## src/rtl/bsg_clk_gen_bringup_ctrl.sv

```systemverilog
// Clock-generator bring-up sequencer.
// Emits the tag packets that bring up each clock-generator endpoint:
// assert the async reset, then for every endpoint park it on the safe
// external clock, program the oscillator, pulse its trigger and load the
// downsampler. It then drops the async reset, waits for the oscillators to
// settle, and switches every endpoint to its final clock select.
module bsg_clk_gen_bringup_ctrl #(
    parameter int         num_clk_endpoint_p = 2,
    parameter int         osc_width_p        = 6,
    parameter int         ds_width_p         = 8,
    parameter int         settle_cycles_p    = 64,
    parameter logic [1:0] sel_safe_p         = 2'b10,
    localparam int data_width_lp =
        ((osc_width_p > ds_width_p + 1 ? osc_width_p : ds_width_p + 1) > 2)
      ?  (osc_width_p > ds_width_p + 1 ? osc_width_p : ds_width_p + 1) : 2,
    localparam int ep_width_lp = (num_clk_endpoint_p > 1) ? $clog2(num_clk_endpoint_p) : 1
) (
    input  logic                                           clk_i,
    input  logic                                           reset_i,
    input  logic                                           start_v_i,
    output logic                                           start_ready_o,
    input  logic [num_clk_endpoint_p-1:0][osc_width_p-1:0] osc_val_i,
    input  logic [num_clk_endpoint_p-1:0][ds_width_p-1:0]  ds_val_i,
    input  logic [num_clk_endpoint_p-1:0][1:0]             sel_final_i,
    output logic                                           pkt_v_o,
    input  logic                                           pkt_ready_i,
    output logic [2:0]                                     pkt_target_o,
    output logic [ep_width_lp-1:0]                         pkt_endpoint_o,
    output logic [data_width_lp-1:0]                       pkt_data_o,
    output logic                                           busy_o,
    output logic                                           done_o
);

    // Snapshot storage is padded to a power of two so the endpoint counter
    // indexes it at its natural width, including the single-endpoint case.
    localparam int ep_slots_lp  = 1 << ep_width_lp;
    localparam int cnt_width_lp = (settle_cycles_p > 1) ? $clog2(settle_cycles_p) : 1;
    localparam logic [cnt_width_lp-1:0] settle_load_lp =
        cnt_width_lp'((settle_cycles_p > 0) ? settle_cycles_p - 1 : 0);
    localparam logic [ep_width_lp-1:0]  ep_last_lp = ep_width_lp'(num_clk_endpoint_p - 1);

    localparam logic [2:0] tgt_async_rst_lp = 3'd0;
    localparam logic [2:0] tgt_osc_lp       = 3'd1;
    localparam logic [2:0] tgt_osc_trig_lp  = 3'd2;
    localparam logic [2:0] tgt_ds_lp        = 3'd3;
    localparam logic [2:0] tgt_sel_lp       = 3'd4;

    typedef enum logic [3:0] {
        IDLE, RST_ON, SAFE_SEL, OSC, TRIG_HI, TRIG_LO, DS,
        RST_OFF, SETTLE, FINAL_SEL, DONE
    } state_e;

    state_e                                    state, state_n;
    logic [ep_width_lp-1:0]                    ep, ep_n;
    logic [cnt_width_lp-1:0]                   cnt, cnt_n;
    logic                                      snap_en, fire;
    logic [ep_slots_lp-1:0][osc_width_p-1:0]   osc_r, osc_pad;
    logic [ep_slots_lp-1:0][ds_width_p-1:0]    ds_r, ds_pad;
    logic [ep_slots_lp-1:0][1:0]               sel_r, sel_pad;
    logic                                      v_n;
    logic [2:0]                                tgt_n;
    logic [data_width_lp-1:0]                  data_n;

    assign fire          = pkt_v_o & pkt_ready_i;
    assign start_ready_o = (state == IDLE);
    assign busy_o        = (state != IDLE);

    // Zero-pad the configuration inputs out to the snapshot depth.
    always_comb begin
        osc_pad = '0;
        ds_pad  = '0;
        sel_pad = '0;
        for (int e = 0; e < num_clk_endpoint_p; e++) begin
            osc_pad[e] = osc_val_i[e];
            ds_pad[e]  = ds_val_i[e];
            sel_pad[e] = sel_final_i[e];
        end
    end

    // Next-state, endpoint and settle-counter logic; packet states only
    // advance on an accepted handshake.
    always_comb begin
        state_n = state;
        ep_n    = ep;
        cnt_n   = cnt;
        snap_en = 1'b0;
        unique case (state)
            IDLE: if (start_v_i) begin
                state_n = RST_ON;
                ep_n    = '0;
                snap_en = 1'b1;
            end
            RST_ON:   if (fire) state_n = SAFE_SEL;
            SAFE_SEL: if (fire) state_n = OSC;
            OSC:      if (fire) state_n = TRIG_HI;
            TRIG_HI:  if (fire) state_n = TRIG_LO;
            TRIG_LO:  if (fire) state_n = DS;
            DS: if (fire) begin
                if (ep == ep_last_lp) begin
                    ep_n    = '0;
                    state_n = RST_OFF;
                end else begin
                    ep_n    = ep + ep_width_lp'(1);
                    state_n = SAFE_SEL;
                end
            end
            RST_OFF: if (fire) begin
                state_n = SETTLE;
                cnt_n   = settle_load_lp;
            end
            SETTLE: begin
                if (cnt == '0) state_n = FINAL_SEL;
                else           cnt_n   = cnt - cnt_width_lp'(1);
            end
            FINAL_SEL: if (fire) begin
                if (ep == ep_last_lp) begin
                    ep_n    = '0;
                    state_n = DONE;
                end else begin
                    ep_n    = ep + ep_width_lp'(1);
                end
            end
            DONE:    state_n = IDLE;
            default: state_n = IDLE;
        endcase
    end

    // Packet fields for the state being entered, so they come out of flops.
    always_comb begin
        v_n    = 1'b1;
        tgt_n  = 3'd0;
        data_n = '0;
        unique case (state_n)
            RST_ON: begin
                tgt_n     = tgt_async_rst_lp;
                data_n[0] = 1'b1;
            end
            SAFE_SEL: begin
                tgt_n       = tgt_sel_lp;
                data_n[1:0] = sel_safe_p;
            end
            OSC: begin
                tgt_n                     = tgt_osc_lp;
                data_n[osc_width_p-1:0]   = osc_r[ep_n];
            end
            TRIG_HI: begin
                tgt_n     = tgt_osc_trig_lp;
                data_n[0] = 1'b1;
            end
            TRIG_LO: tgt_n = tgt_osc_trig_lp;
            DS: begin
                tgt_n                  = tgt_ds_lp;
                data_n[ds_width_p:0]   = {ds_r[ep_n], 1'b0};
            end
            RST_OFF: tgt_n = tgt_async_rst_lp;
            FINAL_SEL: begin
                tgt_n       = tgt_sel_lp;
                data_n[1:0] = sel_r[ep_n];
            end
            default: v_n = 1'b0;
        endcase
    end

    // Sequencer state, snapshot and registered outputs.
    always_ff @(posedge clk_i or posedge reset_i) begin
        if (reset_i) begin
            state          <= IDLE;
            ep             <= '0;
            cnt            <= '0;
            osc_r          <= '0;
            ds_r           <= '0;
            sel_r          <= '0;
            pkt_v_o        <= 1'b0;
            pkt_target_o   <= '0;
            pkt_endpoint_o <= '0;
            pkt_data_o     <= '0;
            done_o         <= 1'b0;
        end else begin
            state <= state_n;
            ep    <= ep_n;
            cnt   <= cnt_n;
            if (snap_en) begin
                osc_r <= osc_pad;
                ds_r  <= ds_pad;
                sel_r <= sel_pad;
            end
            pkt_v_o        <= v_n;
            pkt_target_o   <= v_n ? tgt_n : 3'd0;
            pkt_endpoint_o <= v_n ? ep_n : '0;
            pkt_data_o     <= data_n;
            done_o         <= (state_n == DONE);
        end
    end

endmodule

```

## config.mk

```make
export PLATFORM = sky130hd
export DESIGN_NAME = bsg_clk_gen_bringup_ctrl
export DESIGN_NICKNAME = d
export VERILOG_FILES = /design/src/rtl/bsg_clk_gen_bringup_ctrl.sv
export SDC_FILE = /design/constraint.sdc
export NUM_CORES = 1
export LEC_CHECK = 0
export CAP_MARGIN = 5
export CORE_MARGIN = 5
export CORE_UTILIZATION = 35
export CTS_CLUSTER_DIAMETER = 30
export DETAILED_ROUTE_END_ITERATION = 16
export PLACE_DENSITY = 0.63
export SLEW_MARGIN = 20
export SYNTH_ARGS = -nofsm -noshare
export SYNTH_HDL_FRONTEND = slang
export SYNTH_SLANG_ARGS = --single-unit
```

## constraint.sdc

```tcl
create_clock -name clk_i -period 4.42 [get_ports clk_i]
set_input_delay 1.105 -clock clk_i [delete_from_list [all_inputs] [get_ports clk_i]]
set_output_delay 1.105 -clock clk_i [all_outputs]
set_load 0.05 [all_outputs]
```

==> qor.txt, run 1 <==
Crit. End Element: primary output
net count after synthesis: 259
Post-synth EDFFs: 0
fmax: 311 MHz
period utilisation layout: 72.8%
clk root buf: clkbuf_8
antenna cells: 0
gate count of the mapped netlist: 222
most used flip-flop cell after synthesis: dfrtp_1
Row Count: 32
layout net count: 313
final WL: 5.83 mm
share of cells above drive strength 1: 22.4%
Crit Path Max Fanout: 11
cts repair resizes: 0
CTS tree: yes
Synth area leader: dfrtp_1
largest net degree at the start of global routing: 36
grt ovf: 0
leakage: 1.40 nW
port buffer count: 52
Period minus WS final: 3.22 ns
Multi-input gate area: 0.00117 sq mm
via count: 1920
Synth Cell Area: 0.00273 sq mm
Hold Crit Class: register to register
sequential area share after synthesis: 53.2%
vias per std cell: 5.01
most common cell in the synthesized netlist: dfrtp_1
overall power: 0.00256 W
P&R area growth vs syn: 29.2%
WP data required: 3.31 ns
GRT Util Overall: 13.2%
Synth top area share: 53.2%
Power Dens Cells: 725 mW/mm^2
max incr delay on CP: 0.81 ns
Clock Latency Late Sink: 0.33 ns
Synth area leaders: dfrtp_1 (53%), mux2_2 (13%), mux2i_1 (4.0%)
Worst-path clk slew: 0.06 ns
flops & latches, synth: 58
first-pass GRT wire length: 10.1 mm
CTS buffer count: 9
Ys Warns: 0
CP Buf/Inv Count: 2
Core Footprint: 0.00765 sq mm
DRC: 0
Crit-path slowest cell: clkdlybuf4s50_1
I/O pin count: 53
setup TNS: 0 ns
maximum buffer depth of the clock tree: 2
initial drt markers: 97
DR pass1 iterations: 4
DR WL/cell: 15.2 microns
relative slew slack: 45.9%
Die Y-Extent: 98.3 microns
hpwl dp: 4.26 mm
unrepaired setup endpoints after global routing: false
Max Cap Viol: 0
final hold vios: 0
Avg Cell Area, Syn: 12.3 sq um
largest delay contributor family on the critical path: buffers and inverters
initial antenna violation count: 0
status: complete, no violations
Post-synth ARST share: 100%
Initial Util: 35.7%
htree depth: 3
Layout fillers: 713
Post-CTS Setup Inserts: 0
clock sink total: 58
Yosys cell types: 48
die width: 98.3 microns
Post-DRT Antenna Nets: 0
Post-synth top cells: dfrtp_1 (58), mux2_2 (32), nand2_1 (14), mux2i_1 (11), nor2_1 (10)
Worst Setup Start Kind: register
Tightest Pin Transition: 0.809 ns
CP cell instances: nor2_1, nand2_1, inv_1, clkdlybuf4s50_1
Setup Viol. Count Final: 0
Placer Congestion: 0.781
register area: 0.00145 sq mm
crit path kind: register to primary output
# hold bufs at CTS: 0
Worst Skew: 0.00459 ns
maximum vdd drop: 0.316 mV
crit path DAT: 2.11 ns
max-slew violation count: 0
Die Area: 0.00967 sq mm
number of global-route vias before repair: 2029
==> worst reg2reg max path: cells and delay by family, from the launching register on <==
family,cells,cell delay [ns]
AOI/OAI and AO/OA,2,0.64
buffers and inverters,1,0.08
DFF,1,0.60
and+or+nand+nor,4,0.98
==> final cells by class <==
type	instances	area share (%)
Clock buffer	11	4.01
Clock inverter	5	2.20
Inverter	8	0.851
Multi-Input combinational cell	146	33.2
Sequential cell	58	41.1
Tap cell	102	3.62
Timing Repair Buffer	53	15.0
==> power breakdown <==
part / total (W) / switching, W / internal [W]
Sequential: 0.000948 / 0.000181 / 0.000767
Combinational: 0.00107 / 0.000597 / 0.000477
Clock: 0.000535 / 0.000204 / 0.000331
==> through the flow <==
step | cell area [sq um] | instances | utilization, % | hold slack (ns) | setup WS, ns
finish | 3530 | 383 | 46.1 | 0.506 | 1.20
global route | 3530 | 383 | 46.1 | 0.526 | 1.06
CTS | 3530 | 383 | 46.1 | 0.509 | 1.17
detailed placement | 3310 | 367 | 43.3 | 0.494 | 1.24
global placement | 3310 | 367 | 43.3 | 0.488 | 1.31
floorplan | 2730 | 222 | - | 0.469 | 1.84
==> per-layer routing <==
layer / GRT usage [%] / vias to the layer above / share of wire (%)
li1: - / 925 / -
met3: 5.57 / 5 / 4.5
met5: 0 / - / 0
met4: 3.99 / 0 / 1.1
met1: 16.2 / 943 / 44
met2: 21.3 / 47 / 50
==> kinds of logic (layout without fill, tap and decap cells) <==
family / count (synthesis) / after routing / synth area share (%)
compound gates: 39 / 39 / 11.1
xor+xnor: 5 / 5 / 1.60
fa+ha+maj: 1 / 1 / 0.458
buf+inv: 18 / 77 / 3.90
flops: 58 / 58 / 53.2
mux: 43 / 43 / 17.2
simple gates: 58 / 58 / 12.5
==> cell usage in the layout (no fill, tap or decap), types with 3 or more instances in the layout <==
master / n
nor2_1: 10
nand2_1: 14
o21ai_0: 3
a31oi_1: 3
o22ai_1: 5
mux2_2: 32
nor3_1: 8
o221ai_1: 3
clkbuf_8: 10
xor2_1: 4
nand3_1: 3
dfrtp_1: 58
mux2i_1: 11
a21oi_1: 5
inv_1: 7
o21a_1: 4
o211ai_1: 5
clkdlybuf4s50_1: 52
==> registers in the layout, summed over array words and instances (netlist names) <==
signal and cells:
osc_r 12, ep 1, state 4, sel_r 4, pkt_target_o 3, pkt_v_o 1
pkt_data_o 9, ds_r 16, pkt_endpoint_o 1, cnt 6, done_o 1
==> worst paths after layout <==
check                               from            end  slack [ns]  depth (start not counted)
worst max-delay path            state[1]  start_ready_o        1.20                          4
worst min-delay path             ds_r[7]        ds_r[7]        0.51                          1
worst max register to register  state[0]  pkt_data_o[3]        2.04                          7
worst min register to register   ds_r[7]        ds_r[7]        0.51                          1
max in group asynchronous        reset_i      osc_r[10]        2.40                          3
min in group asynchronous        reset_i         cnt[1]        1.23                          2
(Power assumes the default switching activity.)
==> run 2, diff against run 1 <==
- PLACE_DENSITY: 0.63 -> 0.65
- clock period: 4.42 -> 2.65 ns (I/O delays scaled with it)
==> qor.txt, run 2 (synthesis gave the netlist of run 1 again) <==
final hold vios: 0 (unchanged)
overall power: 0.00423 W (+65%)
CTS buffer count: 9 (unchanged)
htree depth: 3 (unchanged)
via count: 1978 (+3.0%)
Die Area: 0.00967 sq mm (unchanged)
Placer Congestion: 0.811 (+3.9%)
Hold EP: ds_r[11]
Power Dens Cells: 1180 mW/mm^2 (+63%)
Worst-path clk slew: 0.07 ns (about the same)
biggest regs: ds_r (16), osc_r (12), pkt_data_o (9)
WP data required: 1.99 ns (-1.32 ns)
first-pass GRT wire length: 9.98 mm (-0.95%)
largest delay contributor family on the critical path: buffers and inverters
Setup Viol. Count Final: 0 (unchanged)
Max Cap Viol: 0 (unchanged)
number of global-route vias before repair: 2095 (+3.3%)
period utilisation layout: 86.4%
initial drt markers: 121 (+25%)
unrepaired setup endpoints after global routing: false
Row Count: 32 (unchanged)
grt ovf: 0 (unchanged)
vias per std cell: 5.06 (+0.91%)
Period minus WS final: 2.29 ns
DRC: 0 (unchanged)
Crit Path Max Fanout: 6 (-5)
die width: 98.3 microns (unchanged)
clk root buf: clkbuf_8
port buffer count: 52 (unchanged)
Crit-path slowest cell: clkdlybuf4s50_1
final hold slack: 0.507 ns (+0.000663 ns)
register with the most flip-flops: ds_r
Worst path depth: 1 (-3)
I/O pin count: 53 (unchanged)
max FFs per register: 16 (unchanged)
Reg2Reg Capture Point: pkt_data_o[4]
Tightest Pin Transition: 0.508 ns (-0.301 ns)
most frequent cells in the layout: dfrtp_1 (58), clkdlybuf4s50_1 (50), mux2_2 (32)
CP cell instances: clkdlybuf4s50_1
relative slew slack: 66.1% (+20 points)
max incr delay on CP: 0.84 ns (+0.03 ns)
Worst Hold Depth: 1 (unchanged)
final core utilization: 46.7% (+0.61 points)
fmax: 437 MHz
CTS tree: yes
Place WS: 0.106 ns (-1.14 ns)
clock sink total: 58 (unchanged)
maximum vdd drop: 0.656 mV (+110%)
Core Footprint: 0.00765 sq mm (unchanged)
DR WL/cell: 14.8 microns (-2.9%)
maximum buffer depth of the clock tree: 2 (unchanged)
initial antenna violation count: 0 (unchanged)
hpwl dp: 4.23 mm (-0.68%)
layout net count: 322 (+2.9%)
GRT Util Overall: 13.1% (-0.18 points)
status: complete, no violations
Die Y-Extent: 98.3 microns (unchanged)
antenna cells: 0 (unchanged)
final WL: 5.78 mm (-0.82%)
Setup WS post-layout: 0.361 ns (-0.842 ns)
reg-to-reg startpoint: cnt[0]
Crit. End Element: primary output
setup TNS: 0 ns (unchanged)
max-slew violation count: 0 (unchanged)
share of cells above drive strength 1: 24.6% (+2.1 points)
Post-CTS Setup Inserts: 0 (unchanged)
Clock Latency Late Sink: 0.33 ns (about the same)
R2R setup slack: 0.43 ns (-1.61 ns)
leakage: 1.44 nW (+2.8%)
DR pass1 iterations: 4 (unchanged)
crit path DAT: 1.63 ns (-0.48 ns)
crit path kind: register to primary output
most common cell after layout, fill and taps aside: dfrtp_1
Worst Skew: 0.0120 ns (+0.00738 ns)
largest net degree at the start of global routing: 59 (+64%)
hold path startpoint: ds_r[11]
Post-DRT Antenna Nets: 0 (unchanged)
Initial Util: 35.7% (unchanged)
Reg2Reg Depth: 7 (unchanged)
CP Buf/Inv Count: 1 (-1)
P&R area growth vs syn: 30.9%
Hold Crit Class: register to register
Worst Setup Start Kind: register
run 2: cell count changes in the layout (fill, tap and decap cells not counted):
cell,change
buf_4,+9
clkdlybuf4s50_1,-2
buf_12,+1
bufinv_16,-1
clkbuf_1,+1
clkinvlp_4,-1
dlymetal6s2s_1,+1
run 2: area by class of cell:
| cell class | count | area [sq um] |
|---|---|---|
| clock inverters | 3 | 40.0 |
| multi-input cells | 146 | 1170 |
| inverters | 8 | 30.0 |
| flip-flops and latches | 58 | 1450 |
| repair buffers | 62 | 608 |
| well taps | 102 | 128 |
| clock buffers | 12 | 145 |
| fillers | 705 | 4070 |
run 2: report_power, final:
group          internal [W]  switching [W]  total [W]
registers           0.00128       0.000266    0.00155
logic              0.000861        0.00104    0.00190
clock network      0.000452       0.000325   0.000777
total               0.00259        0.00163    0.00423
run 2: worst max path at each step:
stage / from / end / slack (ns)
floorplan: state[2] / pkt_data_o[2] / 0.29
global placement: pkt_ready_i / pkt_data_o[4] / 0.21
detailed placement: pkt_ready_i / pkt_data_o[3] / 0.11
CTS: state[1] / busy_o / 0.04
global route: pkt_v_o / pkt_v_o / 0.29
finish: pkt_v_o / pkt_v_o / 0.36
run 2: metal layers:
metal	part of all wire (%)	global-route usage [%]	wire length (microns)	vias up
met4	2.2	6.62	125	0
met2	47	19.5	2740	57
met5	0	0	0	-
li1	-	-	-	945
met3	6.2	4.71	358	10
met1	44	16.7	2560	966
run 2: what timing repair did:
item	CTS	global route
endpoints found under the setup margin	0	1
gates resized for setup	0	1
hold buffers	0	0
run 2: per-stage QoR:
| stage | instance area, sq um | std cells |
|---|---|---|
| final | 3570 | 391 |
| after global routing | 3570 | 391 |
| after CTS | 3570 | 391 |
| after detailed placement | 3390 | 376 |
| after global placement | 3390 | 376 |
| after floorplan | 2730 | 222 |
==> run 3, diff against run 2 <==
- ABC_AREA: unset -> 1
==> qor.txt, run 3 <==
status: complete, no violations
DRC: 0 (unchanged)
largest delay contributor family on the critical path: buffers and inverters
port buffer count: 52 (unchanged)
most common cell in the synthesized netlist: nand2_1
Power Dens Cells: 1220 mW/mm^2 (+3.2%)
flops & latches, synth: 58 (unchanged)
largest net degree at the start of global routing: 38 (-36%)
Layout Cells excl Fill: 523 (+34%)
antenna cells: 0 (unchanged)
Clock Latency Late Sink: 0.33 ns (about the same)
WP data required: 1.99 ns (about the same)
gate count of the mapped netlist: 360 (+62%)
clock sink total: 58 (unchanged)
CP cell instances: inv_1, nand2_1, nor2_4, dlymetal6s2s_1
final hold vios: 0 (unchanged)
most used flip-flop cell after synthesis: dfrtp_1
final WL: 6.51 mm (+13%)
clk root buf: clkbuf_8
Synth area leader: dfrtp_1
Die Area: 0.00991 sq mm (+2.5%)
net count after synthesis: 397 (+53%)
Placer Congestion: 0.891 (+9.8%)
Hold Crit Class: register to register
# hold bufs at CTS: 0 (unchanged)
share of cells above drive strength 1: 10.2% (-14 points)
initial antenna violation count: 0 (unchanged)
Synth top area share: 51.7% (-1.4 points)
Worst Setup Start Kind: register
Worst-path clk slew: 0.07 ns (about the same)
DRT met1 WL: 2.97 mm (+16%)
CP Buf/Inv Count: 2 (+1)
most frequent cells in the layout: nand2_1 (161), dfrtp_1 (58), clkdlybuf4s50_1 (50)
uppermost layer routed: met4
placed cell area: 0.00344 sq mm (+1.6%)
final instance area: 0.00369 sq mm (+3.2%)
Initial Util: 36.1% (+0.43 points)
grt ovf: 0 (unchanged)
Post-synth EDFFs: 0 (unchanged)
Crit Path Max Fanout: 5 (-1)
relative slew slack: 57.1% (-8.9 points)
unrepaired setup endpoints after global routing: false
die width: 99.5 microns (+1.2%)
Setup Viol. Count Final: 0 (unchanged)
fmax: 442 MHz (+1.2%)
P&R area growth vs syn: 31.4%
vias per std cell: 4.53 (-10%)
DR WL/cell: 12.4 microns (-16%)
dpl cells: 507 (+35%)
Die Y-Extent: 99.5 microns (+1.2%)
Period minus WS final: 2.26 ns (-0.0279 ns)
met3 WL: 316 microns (-12%)
Synth area leaders: dfrtp_1 (52%), nand2_1 (22%), inv_1 (4.0%)
Crit. End Element: primary output
Synth Cell Area: 0.00281 sq mm (+2.8%)
R2R setup slack: 0.75 ns (+0.32 ns)
WL met2: 3.17 mm (+16%)
maximum buffer depth of the clock tree: 2 (unchanged)
Yosys cell types: 33 (-31%)
Post-synth top cells: nand2_1 (161), dfrtp_1 (58), inv_1 (30), nor2_1 (20), o21ai_0 (13)
crit path DAT: 1.60 ns (-0.03 ns)
CTS buffer count: 9 (unchanged)
Tightest Pin Transition: 0.642 ns (+0.134 ns)
Worst Skew: 0.0118 ns (-0.000182 ns)
initial drt markers: 145 (+20%)
max FFs per register: 16 (unchanged)
crit path kind: register to primary output
sequential area share after synthesis: 51.7% (-1.4 points)
Post-CTS Setup Inserts: 0 (unchanged)
maximum vdd drop: 0.494 mV (-25%)
Post-synth ARST share: 100% (unchanged)
Core Footprint: 0.00777 sq mm (+1.6%)
GRT Util Overall: 14.4% (+1.3 points)
htree depth: 3 (unchanged)
Max Cap Viol: 0 (unchanged)
layout net count: 453 (+41%)
Crit-path slowest cell: dfrtp_1
max-slew violation count: 0 (unchanged)
setup TNS: 0 ns (unchanged)
via count: 2371 (+20%)
DR pass1 iterations: 4 (unchanged)
I/O pin count: 53 (unchanged)
Avg Cell Area, Syn: 7.80 sq um (-37%)
hpwl dp: 4.75 mm (+12%)
CTS tree: yes
leakage: 1.92 nW (+33%)
period utilisation layout: 85.3% (-1.1 points)
first-pass GRT wire length: 11.4 mm (+14%)
cts repair resizes: 0 (unchanged)
biggest regs: ds_r (16), osc_r (12), pkt_data_o (9)
Ys Warns: 0 (unchanged)
Row Count: 32 (unchanged)
max incr delay on CP: 0.44 ns (-0.40 ns)
final core utilization: 47.5% (+0.74 points)
number of global-route vias before repair: 2455 (+17%)
register with the most flip-flops: ds_r
overall power: 0.00450 W (+6.5%)
Post-DRT Antenna Nets: 0 (unchanged)
most common cell after layout, fill and taps aside: nand2_1
-- run 3: final timing paths --
path	cells past startpoint	to	from
worst max-delay path	4	start_ready_o	state[3]
worst min-delay path	2	ds_r[11]	ds_r[11]
worst max register to register	12	pkt_data_o[0]	state[3]
worst min register to register	2	ds_r[11]	ds_r[11]
max in group asynchronous	3	ds_r[6]	reset_i
min in group asynchronous	2	cnt[4]	reset_i
-- run 3: power breakdown --
group          total, W  switching, W  internal, W  leakage (nW)
Clock          0.000999      0.000346     0.000653         0.121
Combinational   0.00202       0.00133     0.000691          1.07
Sequential      0.00148      0.000215      0.00127         0.731
-- run 3: layout make-up --
type                    count  area (sq um)
fillers                   799          4080
flip-flops and latches     58          1450
multi-input cells         253          1140
repair buffers             57           588
clock buffers              12           145
inverters                  37           139
well taps                 102           128
clock inverters             4          98.8
-- run 3: kinds of logic (layout without fill, tap and decap cells) --
family / Yosys count / count (layout) / synth area share [%]
xor gates and xnor gates: 1 / 1 / 0.312
adders and majority gates: 1 / 1 / 0.446
DFF: 58 / 58 / 51.7
AOI/OAI and AO/OA: 40 / 40 / 8.03
buffers and inverters: 49 / 110 / 7.71
and+or+nand+nor: 211 / 211 / 31.8
-- run 3: per-stage QoR --
stage | worst slack, ns | hold slack, ns
floorplan | 0.560 | 0.449
CTS | 0.00843 | 0.484
finish | 0.389 | 0.479
global route | 0.306 | 0.503
global placement | 0.188 | 0.464
detailed placement | 0.134 | 0.465
-- run 3: metal layers --
metal / up-vias / GRT usage, %
met5: - / 0
met4: 0 / 4.10
met3: 6 / 4.56
met2: 63 / 23.6
met1: 1082 / 18.2
li1: 1220 / -
-- run 3: worst register-to-register path, stage by stage (launching register included) --
cell	delay (ns)
dfrtp_1	0.44
inv_1	0.16
nand2_1	0.11
nor2_4	0.12
nand2_2	0.19
nand2_1	0.12
nand2_1	0.06
nand2_2	0.10
inv_2	0.12
nand2_1	0.08
nand2_1	0.05
a21oi_1	0.15
nand2_1	0.06
==> variant (settings of run 3) <==
Take the reset off `pkt_data_o` and load it in a clocked block of its own.
--- a/src/rtl/bsg_clk_gen_bringup_ctrl.sv
+++ b/src/rtl/bsg_clk_gen_bringup_ctrl.sv
@@ -175,3 +175,2 @@
             pkt_endpoint_o <= '0;
-            pkt_data_o     <= '0;
             done_o         <= 1'b0;
@@ -189,3 +188,2 @@
             pkt_endpoint_o <= v_n ? ep_n : '0;
-            pkt_data_o     <= data_n;
             done_o         <= (state_n == DONE);
@@ -194,2 +192,6 @@
 
+    always_ff @(posedge clk_i) begin
+        pkt_data_o <= data_n;
+    end
+
 endmodule
Function: changed (Yosys sat finds a counterexample within 4 cycles, from zero or initial values and one cycle with reset_i high).
==> variant against run 3 <==
Power fell by 2.9%. Synthesized area down 2.7%. Worst setup slack better by 0.019 ns. Sequential cell count unchanged. Sequential share of layout area is 0.18 points lower. Register-to-register slack improved by 0.03 ns. Clock skew down 0.0019 ns. Wire length fell by 1.7%. Final area down 2.6%. Critical path type unchanged.
==> variant: results (changes against run 3) <==
metric	value	unit	change
DR pass1 iterations	5		+1
DRT iter0 DRCs	98		-32%
switching share of total power	43.9	%	+1.9 points
GR Layer Usage met2	21.7	%	-1.9 points
Post-CTS Resized	0		unchanged
Vias	2383		+0.51%
Synth top cells by count	nand2_1, dfrtp_1, inv_1, o21ai_0, nor2_1		
Max-slew headroom	66.0	%	+8.8 points
Worst EP arrival	1.58	ns	-0.02 ns
Yosys warning count	0		unchanged
met3 Usage GRT	5.14	%	+0.58 points
RD Place Congestion	0.893		+0.24%
CTS buffer count	9		unchanged
ys async rst share	84.5	%	-16 points
Combinational Power Share	48.1	%	+3.2 points
max incr delay on CP	0.83	ns	+0.39 ns
sequential fraction of the synthesis area	51.5	%	-0.23 points
Reg-to-Reg Start	state[0]		
NumNets Final	452		-0.22%
Lkg Pwr	1.75	nW	-9.1%
outcome	complete, no violations		
slowest stage cell on the critical path	clkdlybuf4s50_1		
Syn Nets	390		-1.8%
Seq. pwr	0.00147	W	
peak supply drop	0.000324	V	-35%
Primary FF master, synth	dfrtp_1		
largest registers	ds_r: 16 flops, osc_r: 12 flops, pkt_data_o: 9 flops		
Cell variety after synth	28		-15%
hold endpoint	ds_r[6]		
GRT met1 Usage	17.3	%	-0.93 points
# fillers	735		-8.0%
DRT Wirelength	6.40	mm	-1.7%
worst-path maximum fanout	4		-1
largest net degree at the start of global routing	50		+32%
endpoint of the worst register-to-register path	ds_r[2]		
total global routing track utilization	13.8	%	-0.57 points
Fin Clk Skew	0.00992	ns	-0.00187 ns
FF-to-FF setup slack	0.78	ns	+0.03 ns
Register-to-Register Path Depth	7		-5
Hold Crit Start	ds_r[6]		
post-DP HPWL	4.72	mm	-0.46%
first-pass GRT wire length	10.6	mm	-6.4%
Worst setup startpoint	pkt_v_o		
layout cells sized above 1	12.6	%	+2.4 points
Pwr per Cell Area	1220	mW/mm²	-0.27%
Area contributors post-synth	dfrtp_1, nand2_1, dfxtp_1, inv_1, o21ai_0		
vias in the first global route	2333		-5.0%
-- variant: final cells by class --
| type | instances | area, µm² | share of cell area, % |
|---|---|---|---|
| flip-flops and latches | 58 | 1410 | 39.2 |
| clock buffers | 13 | 149 | 4.15 |
| well taps | 102 | 128 | 3.55 |
| multi-input cells | 248 | 1130 | 31.5 |
| repair buffers | 60 | 593 | 16.5 |
| clock inverters | 3 | 40.0 | 1.11 |
| inverters | 38 | 143 | 3.97 |
-- variant: metal layers --
layer | vias to the layer above | share of wire (%)
met3 | 11 | 5.8
met5 | - | 0
met4 | 0 | 1.7
met1 | 1073 | 46
met2 | 70 | 47
li1 | 1229 | -
-- variant: per-stage QoR --
stage / setup WS, ns / instances / hold slack (ns) / util [%] / cell area (µm²)
6_report: 0.408 / 522 / 0.477 / 47.0 / 3590
5_1_grt: 0.337 / 522 / 0.498 / 47.0 / 3590
4_1_cts: 0.0409 / 522 / 0.482 / 46.9 / 3590
3_5_place_dp: 0.158 / 506 / 0.465 / 44.5 / 3400
3_3_place_gp: 0.224 / 506 / 0.464 / 44.5 / 3400
2_1_floorplan: 0.518 / 353 / 0.449 / - / 2730
-- variant: kinds of logic after synthesis --
| group | after synthesis | synth area share, % |
|---|---|---|
| compound gates | 41 | 8.66 |
| fa+ha+maj | 1 | 0.458 |
| buf+inv | 47 | 7.05 |
| simple gates | 206 | 32.3 |
| flops | 58 | 51.5 |
-- variant: how the worst max path moves through the flow --
stage                                end  slack [ns]  cells after the start
final                            pkt_v_o        0.41                      1
after CTS                         busy_o        0.04                      3
after global placement    pkt_endpoint_o        0.22                     12
after global routing       pkt_data_o[0]        0.34                     12
after floorplan            start_ready_o        0.52                      3
after detailed placement  pkt_endpoint_o        0.16                     12
